--- src/rtl/ps2_ascii_src.sv ---
// ps2_ascii_src: PS/2 (scan-code set 2) keyboard front end for the MD5 string builder.
// Receives 11-bit PS/2 frames, tracks make/break/extended/shift state, converts
// printable make codes to ASCII, queues them and presents each character for one
// downstream kbdclk period with en=1 followed by one period with en=0.
// Ports:
//   clk       in  system clock
//   reset     in  asynchronous active-low reset
//   ps2_clk   in  PS/2 clock line (asynchronous)
//   ps2_data  in  PS/2 data line (asynchronous)
//   ascii     out character presented downstream, 8'h00 when idle
//   en        out character-valid strobe, high for HOLD_CYCLES per character
//   frame_err out one-cycle pulse on start/parity/stop error or timeout
//   overflow  out sticky flag, a character was dropped on a full queue
module ps2_ascii_src #(
  parameter int HOLD_CYCLES = 202,
  parameter int TIMEOUT     = 50000,
  parameter int FIFO_DEPTH  = 4
) (
  input  logic       clk,
  input  logic       reset,
  input  logic       ps2_clk,
  input  logic       ps2_data,
  output logic [7:0] ascii,
  output logic       en,
  output logic       frame_err,
  output logic       overflow
);

  localparam int PTR_W  = (FIFO_DEPTH > 1) ? $clog2(FIFO_DEPTH) : 1;
  localparam int HOLD_W = (HOLD_CYCLES > 1) ? $clog2(HOLD_CYCLES) : 1;
  localparam int TO_W   = (TIMEOUT > 1) ? $clog2(TIMEOUT) : 1;
  localparam logic [HOLD_W-1:0] HOLD_LAST = HOLD_W'(HOLD_CYCLES - 1);
  localparam logic [TO_W-1:0]   TO_LAST   = TO_W'(TIMEOUT - 1);

  typedef enum logic [1:0] {ST_IDLE = 2'd0, ST_SHOW = 2'd1, ST_KEEP = 2'd2} state_t;

  // Maps a make code to {valid, ascii}; letters are shifted to uppercase when upper=1.
  function automatic logic [8:0] map_make(input logic [7:0] code, input logic upper);
    logic [7:0] c;
    logic       letter;
    logic       valid;
    c      = 8'h00;
    letter = 1'b1;
    valid  = 1'b1;
    case (code)
      8'h1C: c = 8'h61;  8'h32: c = 8'h62;  8'h21: c = 8'h63;  8'h23: c = 8'h64;
      8'h24: c = 8'h65;  8'h2B: c = 8'h66;  8'h34: c = 8'h67;  8'h33: c = 8'h68;
      8'h43: c = 8'h69;  8'h3B: c = 8'h6A;  8'h42: c = 8'h6B;  8'h4B: c = 8'h6C;
      8'h3A: c = 8'h6D;  8'h31: c = 8'h6E;  8'h44: c = 8'h6F;  8'h4D: c = 8'h70;
      8'h15: c = 8'h71;  8'h2D: c = 8'h72;  8'h1B: c = 8'h73;  8'h2C: c = 8'h74;
      8'h3C: c = 8'h75;  8'h2A: c = 8'h76;  8'h1D: c = 8'h77;  8'h22: c = 8'h78;
      8'h35: c = 8'h79;  8'h1A: c = 8'h7A;
      8'h45: begin c = 8'h30; letter = 1'b0; end
      8'h16: begin c = 8'h31; letter = 1'b0; end
      8'h1E: begin c = 8'h32; letter = 1'b0; end
      8'h26: begin c = 8'h33; letter = 1'b0; end
      8'h25: begin c = 8'h34; letter = 1'b0; end
      8'h2E: begin c = 8'h35; letter = 1'b0; end
      8'h36: begin c = 8'h36; letter = 1'b0; end
      8'h3D: begin c = 8'h37; letter = 1'b0; end
      8'h3E: begin c = 8'h38; letter = 1'b0; end
      8'h46: begin c = 8'h39; letter = 1'b0; end
      8'h29: begin c = 8'h20; letter = 1'b0; end
      8'h5A: begin c = 8'h0D; letter = 1'b0; end
      8'h66: begin c = 8'h08; letter = 1'b0; end
      default: begin letter = 1'b0; valid = 1'b0; end
    endcase
    if (letter && upper) begin
      c = c - 8'h20;
    end else begin
      c = c;
    end
    return {valid, c};
  endfunction

  // Synchroniser and edge-detect state
  logic ps2_clk_meta_r, ps2_clk_sync_r, ps2_clk_prev_r;
  logic ps2_data_meta_r, ps2_data_sync_r;
  logic fall_s;

  // Receiver state
  logic [3:0]      bit_cnt_r;
  logic [8:0]      rx_sr_r;
  logic [TO_W-1:0] to_cnt_r;
  logic [7:0]      rx_byte_r;
  logic            rx_valid_r;

  // Decoder state
  logic       brk_r, ext_r, shift_l_r, shift_r_r;
  logic [7:0] char_r;
  logic       char_valid_r;
  logic [8:0] map_s;

  // Queue and output FSM
  logic [7:0]       mem_r [FIFO_DEPTH];
  logic [PTR_W-1:0] wr_ptr_r, rd_ptr_r;
  logic             empty_s, full_s, pop_s, push_ok_s;
  state_t           state_r;
  logic [HOLD_W-1:0] hold_cnt_r;

  assign fall_s = ps2_clk_prev_r & ~ps2_clk_sync_r;
  assign map_s  = map_make(rx_byte_r, shift_l_r | shift_r_r);

  // One slot stays unused so full and empty are distinguishable by pointer compare.
  assign empty_s   = (wr_ptr_r == rd_ptr_r);
  assign full_s    = (PTR_W'(wr_ptr_r + PTR_W'(1)) == rd_ptr_r);
  assign pop_s     = ~empty_s & ((state_r == ST_IDLE) |
                                 ((state_r == ST_KEEP) & (hold_cnt_r == HOLD_LAST)));
  assign push_ok_s = ~full_s | pop_s;

  // Two-flop synchronisers for both PS/2 lines plus the previous clock sample.
  always_ff @(posedge clk or negedge reset) begin
    if (!reset) begin
      ps2_clk_meta_r  <= 1'b1;
      ps2_clk_sync_r  <= 1'b1;
      ps2_clk_prev_r  <= 1'b1;
      ps2_data_meta_r <= 1'b1;
      ps2_data_sync_r <= 1'b1;
    end else begin
      ps2_clk_meta_r  <= ps2_clk;
      ps2_clk_sync_r  <= ps2_clk_meta_r;
      ps2_clk_prev_r  <= ps2_clk_sync_r;
      ps2_data_meta_r <= ps2_data;
      ps2_data_sync_r <= ps2_data_meta_r;
    end
  end

  // Frame receiver: shifts bits on each falling edge, checks framing, watches for timeout.
  always_ff @(posedge clk or negedge reset) begin
    if (!reset) begin
      bit_cnt_r  <= 4'd0;
      rx_sr_r    <= 9'd0;
      to_cnt_r   <= '0;
      rx_byte_r  <= 8'h00;
      rx_valid_r <= 1'b0;
      frame_err  <= 1'b0;
    end else begin
      rx_valid_r <= 1'b0;
      frame_err  <= 1'b0;
      if (fall_s) begin
        to_cnt_r <= '0;
        case (bit_cnt_r)
          4'd0: begin
            if (!ps2_data_sync_r) begin
              bit_cnt_r <= 4'd1;
            end else begin
              frame_err <= 1'b1;
            end
          end
          4'd10: begin
            // Parity and stop are judged together so a bad frame yields one error.
            bit_cnt_r <= 4'd0;
            if (ps2_data_sync_r && (^rx_sr_r)) begin
              rx_byte_r  <= rx_sr_r[7:0];
              rx_valid_r <= 1'b1;
            end else begin
              frame_err <= 1'b1;
            end
          end
          default: begin
            rx_sr_r   <= {ps2_data_sync_r, rx_sr_r[8:1]};
            bit_cnt_r <= bit_cnt_r + 4'd1;
          end
        endcase
      end else if (bit_cnt_r != 4'd0) begin
        if (to_cnt_r == TO_LAST) begin
          to_cnt_r  <= '0;
          bit_cnt_r <= 4'd0;
          frame_err <= 1'b1;
        end else begin
          to_cnt_r <= to_cnt_r + TO_W'(1);
        end
      end else begin
        to_cnt_r <= '0;
      end
    end
  end

  // Scan-code decoder: prefix flags, shift tracking and ASCII generation.
  always_ff @(posedge clk or negedge reset) begin
    if (!reset) begin
      brk_r        <= 1'b0;
      ext_r        <= 1'b0;
      shift_l_r    <= 1'b0;
      shift_r_r    <= 1'b0;
      char_r       <= 8'h00;
      char_valid_r <= 1'b0;
    end else begin
      char_valid_r <= 1'b0;
      if (rx_valid_r) begin
        if (rx_byte_r == 8'hF0) begin
          brk_r <= 1'b1;
        end else if (rx_byte_r == 8'hE0) begin
          ext_r <= 1'b1;
        end else begin
          brk_r <= 1'b0;
          ext_r <= 1'b0;
          if (rx_byte_r == 8'h12) begin
            shift_l_r <= ~brk_r;
          end else if (rx_byte_r == 8'h59) begin
            shift_r_r <= ~brk_r;
          end else begin
            shift_l_r <= shift_l_r;
          end
          if (!brk_r && ext_r) begin
            char_r       <= 8'h0D;
            char_valid_r <= (rx_byte_r == 8'h5A);
          end else if (!brk_r) begin
            char_r       <= map_s[7:0];
            char_valid_r <= map_s[8];
          end else begin
            char_valid_r <= 1'b0;
          end
        end
      end
    end
  end

  // Character queue: write on decoded make, drop and flag overflow when full.
  always_ff @(posedge clk or negedge reset) begin
    if (!reset) begin
      wr_ptr_r <= '0;
      rd_ptr_r <= '0;
      overflow <= 1'b0;
      for (int i = 0; i < FIFO_DEPTH; i++) begin
        mem_r[i] <= 8'h00;
      end
    end else begin
      if (char_valid_r && push_ok_s) begin
        mem_r[wr_ptr_r] <= char_r;
        wr_ptr_r        <= wr_ptr_r + PTR_W'(1);
      end else if (char_valid_r) begin
        overflow <= 1'b1;
      end else begin
        wr_ptr_r <= wr_ptr_r;
      end
      if (pop_s) begin
        rd_ptr_r <= rd_ptr_r + PTR_W'(1);
      end
    end
  end

  // Output FSM: IDLE -> SHOW (en=1) -> KEEP (en=0) -> SHOW or IDLE.
  always_ff @(posedge clk or negedge reset) begin
    if (!reset) begin
      state_r    <= ST_IDLE;
      hold_cnt_r <= '0;
      ascii      <= 8'h00;
      en         <= 1'b0;
    end else begin
      case (state_r)
        ST_IDLE: begin
          hold_cnt_r <= '0;
          if (pop_s) begin
            ascii   <= mem_r[rd_ptr_r];
            en      <= 1'b1;
            state_r <= ST_SHOW;
          end else begin
            ascii <= 8'h00;
            en    <= 1'b0;
          end
        end
        ST_SHOW: begin
          if (hold_cnt_r == HOLD_LAST) begin
            hold_cnt_r <= '0;
            en         <= 1'b0;
            state_r    <= ST_KEEP;
          end else begin
            hold_cnt_r <= hold_cnt_r + HOLD_W'(1);
          end
        end
        ST_KEEP: begin
          if (hold_cnt_r == HOLD_LAST) begin
            hold_cnt_r <= '0;
            if (pop_s) begin
              ascii   <= mem_r[rd_ptr_r];
              en      <= 1'b1;
              state_r <= ST_SHOW;
            end else begin
              ascii   <= 8'h00;
              en      <= 1'b0;
              state_r <= ST_IDLE;
            end
          end else begin
            hold_cnt_r <= hold_cnt_r + HOLD_W'(1);
          end
        end
        default: begin
          state_r    <= ST_IDLE;
          hold_cnt_r <= '0;
          ascii      <= 8'h00;
          en         <= 1'b0;
        end
      endcase
    end
  end

endmodule

--- config.mk ---
export PLATFORM = sky130hd
export DESIGN_NAME = ps2_ascii_src
export DESIGN_NICKNAME = d
export VERILOG_FILES = /design/src/rtl/ps2_ascii_src.sv
export SDC_FILE = /design/constraint.sdc
export NUM_CORES = 1
export LEC_CHECK = 0
export CORE_ASPECT_RATIO = 1.75
export CORE_MARGIN = 5
export CORE_UTILIZATION = 60
export DETAILED_ROUTE_END_ITERATION = 10
export GPL_ROUTABILITY_DRIVEN = 0
export PLACE_DENSITY = 0.78
export SETUP_SLACK_MARGIN = 0.3
export SLEW_MARGIN = 10
export SYNTH_ARGS = -nofsm -noshare
export SYNTH_HDL_FRONTEND = slang
export SYNTH_SLANG_ARGS = --single-unit
--- constraint.sdc ---
create_clock -name clk -period 2.8 [get_ports clk]
set_input_delay 0.56 -clock clk [delete_from_list [all_inputs] [get_ports clk]]
set_output_delay 0.56 -clock clk [all_outputs]
set_load 0.01 [all_outputs]
Yosys cells after proc, flatten, opt, wreduce, memory -nomap -nowiden. Cells that the tools add are included.

Word-level logic and storage cells: 190. Register bits after elaboration: 113.

Bitwise operators: 18. Order comparisons: 3. Equal/unequal tests: 56. Muxes and demuxes: 51. Reduce and logical (&&, ||, !) cells: 28. Add/sub/neg operators: 6.

Operators with widths (count): $pmux 7 s39 (1); $eq 8x6->1 const B (23); $eq 8x7->1 const B (10); $mux 8 (10); $eq 8x5->1 const B (8); $mux 16 (3); $reduce_or 39->1 (1); $bwmux 32 (1); $reduce_or 26->1 (1); $eq 8x8->1 const B (3); $pmux 8 s3 (1); $mux 1 (22); $add 16x1->16 const B (1); $bmux 8 s2 (1); $demux 8 s2 (1); $eq 16x16->1 const B (1); $mux 4 (4); $reduce_and 2->1 (6); $not 1->1 (10); $reduce_and 3->1 (3); $reduce_xor 9->1 (1); $add 8x1->8 const B (1); $pmux 4 s2 (1); $reduce_and 4->1 (2); other kinds (27) (46).

Depth between registers and ports, before layout. Gate-level depths: netlist of the first run.

Depth in word-level cells: 8. Gate-level depth with buffers: 11.

Worst setup path after synthesis of the first run. OpenSTA, ideal clock, no wires.

Path type: reg-to-reg. Start: reg rx_byte_r[5]. End: reg char_r[6]. Required time: 2717 ps. Cell stages (with the launch flop): 11. Slack: 510 ps. Data arrival time: 2207 ps. Cell sequence: dfrtp_1 > buf_2 > or4b_2 > nor3_1 > nor2_1 > nand2_1 > nor2_1 > ha_1 > o21ai_0 > nand2_1 > o21ai_0.

Word-level cells in the longest chain between the ends: 7. Elaborated cells between the ends (all ways): 52.

Ends and longest elaborated chain: start: declaration (RTL line 85) `logic [7:0] rx_byte_r;`; start signal: assignment (RTL line 154) `rx_byte_r <= rx_sr_r[7:0];`; parallel branches: the longest is 7 deep, another holds $sub 8x6->8; end signal: assignment (RTL line 209) `char_r <= map_s[7:0];`; end: declaration (RTL line 90) `logic [7:0] char_r;`.

Several ways; the timed one is not identified. The select of a mux whose other input is x is not followed. A chain may end at the register's enable or synchronous reset.

Worst setup path after layout of the first run.
Start: reg rx_byte_r[4]. End: reg char_r[6].

The elaborated chain is that of the path after synthesis.

==> results of run 1 <==
## routing by layer
layer	vias to the layer above	GRT usage [%]	part of all wire (%)
li1	2015	-	-
met1	2148	23.2	37
met2	110	41.5	54
met3	51	5.93	3.6
met4	0	13.5	5.3
met5	-	0	0
## metrics by stage
stage | instances | total power, W
floorplan | 561 | 0.00210
global placement | 688 | 0.00221
detailed placement | 688 | 0.00222
CTS | 721 | 0.00438
global route | 721 | 0.00453
finish | 721 | 0.00435
## flip-flops by register name, indices dropped and copies added, names as in the netlist, 4 cells and up
register / count
hold_cnt_r: 8
rx_byte_r: 8
to_cnt_r: 16
bit_cnt_r: 4
char_r: 8
rx_sr_r: 9
ascii: 8
mem_r: 32
## cells in the final DEF, fill, tap and decap left out, types with 4 or more instances in the layout
cell,instances
a211oi_1,6
nand4_1,5
clkdlybuf4s50_1,13
clkbuf_8,5
clkinv_2,4
xor2_1,19
clkbuf_16,17
dfstp_2,5
o21ai_0,30
inv_1,17
mux4_2,8
nand3_1,15
mux2i_1,4
dfrtp_2,4
nand2b_1,19
and2_2,4
o22ai_1,4
nor2_1,54
nand2_1,45
nor2b_1,6
ha_1,16
xnor2_1,18
or2_2,5
a31oi_1,5
mux2_2,50
nor3_1,8
dfrtp_1,104
a21oi_1,14
buf_4,22
and3_1,6
## where the power goes
group	leakage (nW)	internal [W]	switching, W	total (W)
logic	1.23	0.000198	0.000213	0.000411
registers	1.55	0.00171	0.0000781	0.00179
clock network	0.295	0.00142	0.000730	0.00215
## cell type report
type	instances	share of cell area (%)
multi-input combinational	398	42.5
clock buffer	23	7.21
sequential	113	41.1
inverter	17	0.923
timing repair buffer	36	4.56
tap	125	2.26
clock inverter	9	1.50
## worst max-delay path by stage
| stage | from | endpoint | depth (start not counted) |
|---|---|---|---|
| 2_1_floorplan | rx_byte_r[5]$_DFFE_PN0P_ | char_r[6]$_DFFE_PN0P_ | 10 |
| 5_1_grt | rx_byte_r[5]$_DFFE_PN0P_ | char_r[6]$_DFFE_PN0P_ | 9 |
| 3_5_place_dp | rx_byte_r[0]$_DFFE_PN0P_ | char_r[6]$_DFFE_PN0P_ | 9 |
| 6_report | rx_byte_r[4]$_DFFE_PN0P_ | char_r[6]$_DFFE_PN0P_ | 10 |
| 3_3_place_gp | rx_byte_r[0]$_DFFE_PN0P_ | char_r[6]$_DFFE_PN0P_ | 9 |
| 4_1_cts | wr_ptr_r[0]$_DFFE_PN0P_ | mem_r[22]$_DFFE_PN0P_ | 6 |
## logic make-up (layout without fill, tap and decap cells)
kind of cell / Yosys count / in the layout
flip-flops: 113 / 113
AND/OR/NAND/NOR: 190 / 190
adder cells (fa/ha/maj): 16 / 16
multiplexers: 62 / 62
XOR/XNOR: 38 / 38
AO/OA/AOI/OAI: 92 / 92
buffers and inverters: 50 / 85
## timing repair
action,in CTS,in global routing
buffers inserted,1,0
pin swaps,0,0
setup endpoints to repair,1,35
resized for setup,2,7
==> reports/qor.yml, run 1 <==
sta:
  layout_min_cycle_time_ns: 2.46
  setup_slack_ns: 0.345
  timing.final.max_slew_violations: 0
  fin_skew_ns: 0.00813
  max_slew_margin_pct: 59.2
  clock.fmax_mhz: 407
  rsz0062_at_grt: "true"
  timing.hold.ws_ns: 0.139
  period_share_pct: 87.7
  setup_violations: 0
  tightest_slew_ns: 0.613
  hold_viol: 0
  setup_tns_ns: 0
die:
  die-area_mm2: 0.0121
  start_util_pct: 60.9
  die_y_um: 142
  rows: 48
  fp.dieW_um: 85.4
  core_mm2: 0.00979
  top_level_ports: 15
grt:
  antenna_found_initial: 0
  grt_use_total_pct: 22.9
  grt_pass1_wl_mm: 21.8
  grt_max_degree: 72
  grt_pass1_vias: 4624
  grt_overflow: 0
placed_design:
  hpwl_mm: 8.88
  dp_slack_ns: 0.260
  placed_area_mm2: 0.00628
  io_buffers: 14
synthesis:
  synth_common_cells: "dfrtp_1 (108), nor2_1 (54), mux2_2 (50)"
  synth.distinct_cells: 67
  synth_edf_count: 0
  synth-adder-area-share_pct: 3.36
  ys_top_cells_by_area: "dfrtp_1 (45%), mux2_2 (9.4%), nor2_1 (3.4%), ha_1 (3.4%), mux4_2 (3.0%)"
  syn_area_mm2: 0.00596
  synth-simple-area-share_pct: 16.3
  yosys_warnings: 0
  synthXorXnorAreaFrac_pct: 5.81
  synth_top_area_share_pct: 45.3
  async_flop_share_pct: 100
  syn_inst: 561
  synthMuxAreaShare_pct: 13.1
  yosysTopAreaCell: "dfrtp_1"
  synth_top_family_by_area: "simple AND/OR/NAND/NOR gates"
  synthesis.nets: 581
  ys_ff_latch: 113
  synth-main-ff-cell: "dfrtp_1"
  syn_avg_cell_area_um2: 10.6
  ys_seq_area_share_pct: 47.5
  synth-compound-area-share_pct: 10.4
  synth_most_common_cell: "dfrtp_1"
critical_path:
  critPathRequiredTime_ns: 3.13
  path_class: "reg -> reg"
  slowest_stage: "dfrtp_2"
  critPathLaunchType: "flop"
  ff2ff_setup_slack_ns: 0.34
  slowest_delay_ns: 0.51
  r2r_end: "char_r[6]$_DFFE_PN0P_"
  reg2reg_depth: 10
  critical-path-top-delay-family: "compound AO/OA/AOI/OAI gates"
  path_max_fanout: 15
  path_cells: "buf_4 -> nand2_1 -> o22ai_1 -> a31o_2 -> a211oi_1 -> nor3b_2 -> ha_1 -> o21ai_0 -> nand2_1 -> o21ai_0"
  critPathBufInv: 1
  crit_path_end_kind: "flop"
  r2r-start: "rx_byte_r[4]$_DFFE_PN0P_"
  arrival_ns: 2.78
cells_and_area:
  regArea_mm2: 0.00284
  syn_to_final_growth_pct: 15.9
  n_fill_cell: 695
  drive_gt1_share_pct: 23.5
  nets: 603
  stdcell_area_mm2: 0.00691
  finish.utilization_pct: 70.6
  diodes: 0
  multi_input_area_mm2: 0.00293
route:
  post_drt_wl_per_cell_um: 17.5
  vias_per_cell: 6.00
  ant_nets: 0
  vias: 4324
  drt-initial-drc-count: 170
  drt_first_pass_iters: 4
  wl_mm: 12.6
  drc_errors: 0
flow_run:
  maxCapViolations: 0
pwr:
  p_per_area_mw_per_mm2: 629
  ir_drop_uv: 550
  p_leak_nw: 3.07
clocking:
  clock_latency_ns: 0.41
  clkSlewWorstSetupHoldPaths_ns: 0.05
  clkSinkCount: 113
  htree_num_levels: 4
  cts.root.buffer_cell: "clkbuf_16"
  cts_buffers: 17
  clk_path_buf_depth: 2
  tritoncts: "yes"
  holdBufCountCts: 0
status:
  status: "finished, final reports clean"
hold_path:
  hold_path_class: "in -> async"
Note: power is estimated with default switching activity, not from simulation.
==> run 2: changes to the inputs <==
Settings changed: CELL_PAD_IN_SITES_DETAIL_PLACEMENT from default to 2, CELL_PAD_IN_SITES_GLOBAL_PLACEMENT from default to 2, CORE_UTILIZATION 60 to 42, CTS_CLUSTER_SIZE from default to 25, PLACE_DENSITY 0.78 to default, PLACE_DENSITY_LB_ADDON from default to 0.1.
==> run 2 against run 1 <==
Flip-flop and latch count did not move. Highest routed layer unchanged. Die area rose by 39%. First-iteration DRC count rose by 2.4%. Sequential share of layout area fell by 0.86 points. Via count rose by 5.3%. Critical path depth fell by 1.
==> reports/qor.yml, run 2 (synthesized netlist as in run 1, its figures left out) <==
placed_design:
  hpwl_mm: 11.9  # +34%
  dp_cells: 745  # +8.3%
  placed_area_mm2: 0.00639  # +1.6%
  io_buffers: 14  # unchanged
route:
  drt-initial-drc-count: 174  # +2.4%
  drc_errors: 0  # unchanged
  vias: 4552  # +5.3%
  vias_per_cell: 5.82  # -2.9%
  drt_first_pass_iters: 4  # unchanged
  post_drt_wl_per_cell_um: 22.9  # +31%
  wl_mm: 17.9  # +42%
  ant_nets: 0  # unchanged
grt:
  grt_overflow: 0  # unchanged
  grt_max_degree: 47  # -35%
  grt_pass1_wl_mm: 28.6  # +31%
  antenna_found_initial: 0  # unchanged
  grt_pass1_vias: 5230  # +13%
  grt_use_total_pct: 22.1  # -0.86 points
critical_path:
  critPathLaunchType: "flop"
  path_common_cell: "o21ai_0"
  slowest_stage: "dfrtp_2"
  path_class: "reg -> reg"
  arrival_ns: 2.87  # +0.09 ns
  critPathRequiredTime_ns: 3.12  # about the same
  path_max_fanout: 13  # -2
  path_cells: "nand2b_1 -> o32a_1 -> o21ai_0 -> a211o_2 -> nor3b_2 -> ha_1 -> o21ai_0 -> nand2_1 -> o21ai_0"
  slowest_delay_ns: 0.50  # about the same
  crit_path_end_kind: "flop"
cells_and_area:
  drive_gt1_share_pct: 26.3  # +2.8 points
  diodes: 0  # unchanged
  reg.largest.list: "mem_r x32, to_cnt_r x16, rx_sr_r x9"
  largest_reg_flops: 32  # unchanged
  finish.utilization_pct: 50.8  # -20 points
  nets: 612  # +1.5%
  layoutNonFillerInstCount: 782  # +8.5%
  max_flop_register: "mem_r"
  n_fill_cell: 1409  # +100%
  final_common_cell: "dfrtp_1"
  layout_common_cells: "dfrtp_1 (101), nor2_1 (54), mux2_2 (50)"
  stdcell_area_mm2: 0.00707  # +2.3%
  syn_to_final_growth_pct: 18.6
clocking:
  htree_num_levels: 4  # unchanged
  cts_buffers: 17  # unchanged
  clkSinkCount: 113  # unchanged
  cts.root.buffer_cell: "clkbuf_16"
  holdBufCountCts: 0  # unchanged
  clk_path_buf_depth: 2  # unchanged
  clock_latency_ns: 0.42  # about the same
  clkSlewWorstSetupHoldPaths_ns: 0.06  # about the same
  tritoncts: "yes"
sta:
  max_slew_margin_pct: 58.5  # -0.67 points
  timing.final.max_slew_violations: 0  # unchanged
  layout_min_cycle_time_ns: 2.55  # +0.0928 ns
  period_share_pct: 91.0  # +3.3 points
  setup_tns_ns: 0  # unchanged
  timing.hold.ws_ns: 0.130  # -0.00894 ns
  clock.fmax_mhz: 392  # -3.6%
  tightest_slew_ns: 0.623  # +0.0101 ns
  hold_viol: 0  # unchanged
  rsz0062_at_grt: "true"
  setup_violations: 0  # unchanged
  fin_skew_ns: 0.0193  # +0.0112 ns
die:
  top_level_ports: 15  # unchanged
  start_util_pct: 42.9  # -18 points
  rows: 57  # +19%
  core_mm2: 0.0139  # +42%
  die_y_um: 168  # +18%
  fp.dieW_um: 100  # +17%
  die-area_mm2: 0.0168  # +39%
flow_run:
  maxCapViolations: 0  # unchanged
pwr:
  ir_drop_uv: 425  # -23%
  p_leak_nw: 3.12  # +1.6%
  p_per_area_mw_per_mm2: 629  # about the same
status:
  status: "finished, final reports clean"
hold_path:
  hold_path_class: "in -> async"
## run 2: cell types whose count changed in the layout (fill, tap and decap cells not counted), sizes merged
cell and change:
clkbuf -6, clkinvlp -2, inv +6, clkinv +2, buf +9
## run 2: worst max-delay path: cells and delay by family, from the launching register on
family          cells  cell delay [ns]
simple gates        3             0.64
compound gates      5             1.03
fa+ha+maj           1             0.27
flops               1             0.50
## run 2: stage by stage
step | total power (W) | worst slack [ns]
final | 0.00445 | 0.252
after detailed placement | 0.00225 | 0.215
after CTS | 0.00451 | 0.255
after floorplan | 0.00210 | 0.510
after global placement | 0.00223 | 0.346
after global routing | 0.00464 | 0.126
## run 2: routing by layer
metal / part of all wire (%) / global-route usage (%) / wire (um) / up-vias
met1: 37 / 23.0 / 6590 / 2374
met4: 3.3 / 11.1 / 589 / 0
met5: 0 / 0 / 0 / -
li1: - / - / - / 2044
met3: 1.9 / 3.08 / 339 / 42
met2: 58 / 41.8 / 10400 / 92
## run 2: layout make-up
| cell class | instances | area, um^2 | area share (%) |
|---|---|---|---|
| multi-input cells | 398 | 2960 | 41.8 |
| flip-flops and latches | 113 | 2840 | 40.2 |
| clock buffers | 17 | 425 | 6.02 |
| repair buffers | 45 | 383 | 5.42 |
| well taps | 177 | 221 | 3.13 |
| clock inverters | 15 | 175 | 2.48 |
| inverters | 17 | 63.8 | 0.903 |
## run 2: repair_timing
| action | CTS | global route |
|---|---|---|
| gates resized for setup | 11 | 8 |
| buffers inserted | 0 | 5 |
| hold endpoints to repair | 0 | 0 |
| setup endpoints to repair | 36 | 36 |
## run 2: worst paths after layout
path                                            from                        end  slack [ns]  depth (start not counted)
max                         rx_byte_r[0]$_DFFE_PN0P_      char_r[6]$_DFFE_PN0P_        0.25                          9
min                                            reset             en$_DFFE_PN0P_        0.13                          1
max reg2reg                 rx_byte_r[0]$_DFFE_PN0P_      char_r[6]$_DFFE_PN0P_        0.25                          9
min reg2reg                ps2_data_meta_r$_DFF_PN1_  ps2_data_sync_r$_DFF_PN1_        0.36                          0
max in group asynchronous                      reset   rx_byte_r[4]$_DFFE_PN0P_        1.83                          2
min in group clk           ps2_data_meta_r$_DFF_PN1_  ps2_data_sync_r$_DFF_PN1_        0.36                          0
## run 2: where the power goes
| group | leakage (nW) | switching (W) | internal [W] | total [W] |
|---|---|---|---|---|
| logic | 1.28 | 0.000222 | 0.000199 | 0.000421 |
| clock network | 0.297 | 0.000891 | 0.00134 | 0.00223 |
| registers | 1.54 | 0.0000861 | 0.00171 | 0.00179 |
==> run 3: changes to the inputs <==
Settings changed: ABC_AREA from default to 1, CORE_UTILIZATION 42 to 37.
==> run 3 against run 2 <==
Count of clock-buffer cells in the layout is the same. First-iteration DRC count shrank 32%. Sequential power is 2% lower. Cell count rose by 31%. Critical path depth increased by 5. Highest routed layer unchanged.
==> reports/qor.yml, run 3 <==
status:
  status: "finished, final reports clean"
sta:
  rsz0062_at_grt: "true"
  clock.fmax_mhz: 410  # +4.6%
  layout_min_cycle_time_ns: 2.44  # -0.112 ns
  setup_violations: 0  # unchanged
  setup_slack_ns: 0.364  # +0.112 ns
  timing.hold.ws_ns: 0.116  # -0.0136 ns
  period_share_pct: 87.0  # -4.0 points
  setup_tns_ns: 0  # unchanged
  fin_skew_ns: 0.0110  # -0.00833 ns
  tightest_slew_ns: 0.729  # +0.106 ns
  max_slew_margin_pct: 50.9  # -7.5 points
  hold_viol: 0  # unchanged
  timing.final.max_slew_violations: 0  # unchanged
critical_path:
  crit_path_end_kind: "flop"
  path_class: "reg -> reg"
  slowest_delay_ns: 0.44  # -0.06 ns
  critPathLaunchType: "flop"
  path_cells: "inv_1 -> nand2_1 -> nor2_2 -> inv_1 -> nor2_1 -> nor2_1 -> nand2_1 -> nor2_1 -> nand2_2 -> inv_1 -> ha_1 -> inv_1 -> o211ai_1 -> nand2_1"
  critPathRequiredTime_ns: 3.10  # -0.02 ns
  slowest_stage: "dfrtp_1"
  critPathBufInv: 4  # +4
  critical-path-top-delay-family: "simple AND/OR/NAND/NOR gates"
  arrival_ns: 2.74  # -0.13 ns
  path_common_cell: "inv_1"
  path_max_fanout: 6  # -7
flow_run:
  maxCapViolations: 0  # unchanged
grt:
  grt_use_total_pct: 21.6  # -0.46 points
  grt_max_degree: 47  # unchanged
  antenna_found_initial: 0  # unchanged
  grt_pass1_wl_mm: 32.5  # +14%
  grt_pass1_vias: 6311  # +21%
  grt_overflow: 0  # unchanged
cells_and_area:
  max_flop_register: "mem_r"
  diodes: 0  # unchanged
  largest_reg_flops: 32  # unchanged
  syn_to_final_growth_pct: 15.3
  final_common_cell: "nand2_1"
  layout_common_cells: "nand2_1 (227), dfrtp_1 (108), o21ai_0 (89)"
  nets: 837  # +37%
  finish.utilization_pct: 43.0  # -7.8 points
  n_fill_cell: 1876  # +33%
  drive_gt1_share_pct: 10.1  # -16 points
  reg.largest.list: "mem_r x32, to_cnt_r x16, rx_sr_r x9"
die:
  top_level_ports: 15  # unchanged
  core_mm2: 0.0163  # +17%
  rows: 62  # +8.8%
  die_y_um: 180  # +7.1%
  fp.dieW_um: 107  # +6.8%
  die-area_mm2: 0.0192  # +14%
  start_util_pct: 37.3  # -5.6 points
clocking:
  htree_num_levels: 4  # unchanged
  clock_latency_ns: 0.43  # about the same
  tritoncts: "yes"
  clkSinkCount: 113  # unchanged
  cts_setup_buffers: 0  # unchanged
  clk_path_buf_depth: 2  # unchanged
  cts.root.buffer_cell: "clkbuf_16"
  cts_buffers: 17  # unchanged
  holdBufCountCts: 0  # unchanged
  clkSlewWorstSetupHoldPaths_ns: 0.06  # about the same
hold_path:
  hold_path_class: "in -> async"
synthesis:
  syn_avg_cell_area_um2: 7.67  # -28%
  synthesis.nets: 813  # +40%
  synth-main-ff-cell: "dfrtp_1"
  async_flop_share_pct: 100  # unchanged
  ys_seq_area_share_pct: 46.6  # -0.92 points
  syn_area_mm2: 0.00608  # +2.0%
  synth.distinct_cells: 40  # -40%
  ys_top_cells_by_area: "dfrtp_1 (44%), nand2_1 (14%), o21ai_0 (7.3%), inv_1 (5.3%), nor2_1 (5.3%)"
  yosys_warnings: 0  # unchanged
  synth_most_common_cell: "nand2_1"
  synth_common_cells: "nand2_1 (227), dfrtp_1 (108), o21ai_0 (89)"
  synth_edf_count: 0  # unchanged
  syn_inst: 793  # +41%
  synth_top_area_share_pct: 44.5  # -0.88 points
  yosysTopAreaCell: "dfrtp_1"
  ys_ff_latch: 113  # unchanged
placed_design:
  hpwl_mm: 14.6  # +23%
  dp_slack_ns: 0.274  # +0.0588 ns
  io_buffers: 14  # unchanged
route:
  drt-initial-drc-count: 119  # -32%
  post_drt_wl_per_cell_um: 19.2  # -16%
  wl_mm: 19.6  # +9.6%
  vias: 5443  # +20%
  drt_first_pass_iters: 4  # unchanged
  ant_nets: 0  # unchanged
  vias_per_cell: 5.33  # -8.5%
  drc_errors: 0  # unchanged
pwr:
  p_per_area_mw_per_mm2: 613  # -2.5%
  ir_drop_uv: 375  # -12%
  p_leak_nw: 3.40  # +9.1%
-- run 3: cell count changes after synthesis, moves of 16 or more --
| cell | change |
|---|---|
| o21ai_0 | +59 |
| xnor2_1 | -16 |
| nand2b_1 | -19 |
| nand2_1 | +182 |
| mux2_2 | -50 |
| inv_1 | +69 |
| nor2_1 | +32 |
-- run 3: what timing repair did --
action | 4_1_cts | 5_1_grt
pin swaps | 0 | 0
endpoints found under the setup margin | 1 | 15
hold endpoints to repair | 0 | 0
gates resized for setup | 1 | 3
-- run 3: area by class of cell --
class / instances / area (um^2) / area share [%]
Clock buffer: 17 / 425 / 6.07
Tap cell: 192 / 240 / 3.43
Clock inverter: 15 / 148 / 2.11
Multi-Input combinational cell: 570 / 2800 / 40.0
Timing Repair Buffer: 22 / 210 / 3.00
Sequential cell: 113 / 2830 / 40.4
Inverter: 93 / 349 / 4.98
-- run 3: worst paths after layout --
check / startpoint / end / slack (ns) / depth (start not counted)
min in group clk: ps2_data_meta_r$_DFF_PN1_ / ps2_data_sync_r$_DFF_PN1_ / 0.36 / 0
min reg2reg: ps2_data_meta_r$_DFF_PN1_ / ps2_data_sync_r$_DFF_PN1_ / 0.36 / 0
max reg2reg: rx_byte_r[5]$_DFFE_PN0P_ / char_r[6]$_DFFE_PN0P_ / 0.36 / 14
max in group asynchronous: reset / to_cnt_r[2]$_DFF_PN0_ / 1.98 / 2
min: reset / hold_cnt_r[0]$_DFF_PN0_ / 0.12 / 1
max: rx_byte_r[5]$_DFFE_PN0P_ / char_r[6]$_DFFE_PN0P_ / 0.36 / 14
-- run 3: cells by family after synthesis --
logic type | Yosys count | synth area share (%)
AND/OR/NAND/NOR | 413 | 29.7
AO/OA/AOI/OAI | 131 | 11.2
flip-flops | 113 | 46.6
buffers and inverters | 110 | 7.55
adder cells (fa/ha/maj) | 16 | 3.29
XOR/XNOR | 10 | 1.69
-- run 3: where the power goes --
part | internal [W] | switching (W) | total, W
clock network | 0.00125 | 0.000897 | 0.00214
logic | 0.000115 | 0.000288 | 0.000403
registers | 0.00170 | 0.0000560 | 0.00175
-- run 3: per-stage QoR --
step	total power (W)	cell area, um^2	std cells
final	0.00430	7010	1022
after global routing	0.00449	7010	1022
after CTS	0.00436	7000	1022
after detailed placement	0.00217	6420	990
after global placement	0.00215	6420	990
after floorplan	0.00202	6080	793
-- run 3: layer usage --
layer	GRT usage [%]	part of all wire, %	vias up
met5	0	0	-
met4	9.37	3.4	0
met3	3.48	1.5	44
met2	44.5	61	65
met1	19.8	34	2744
li1	-	-	2590
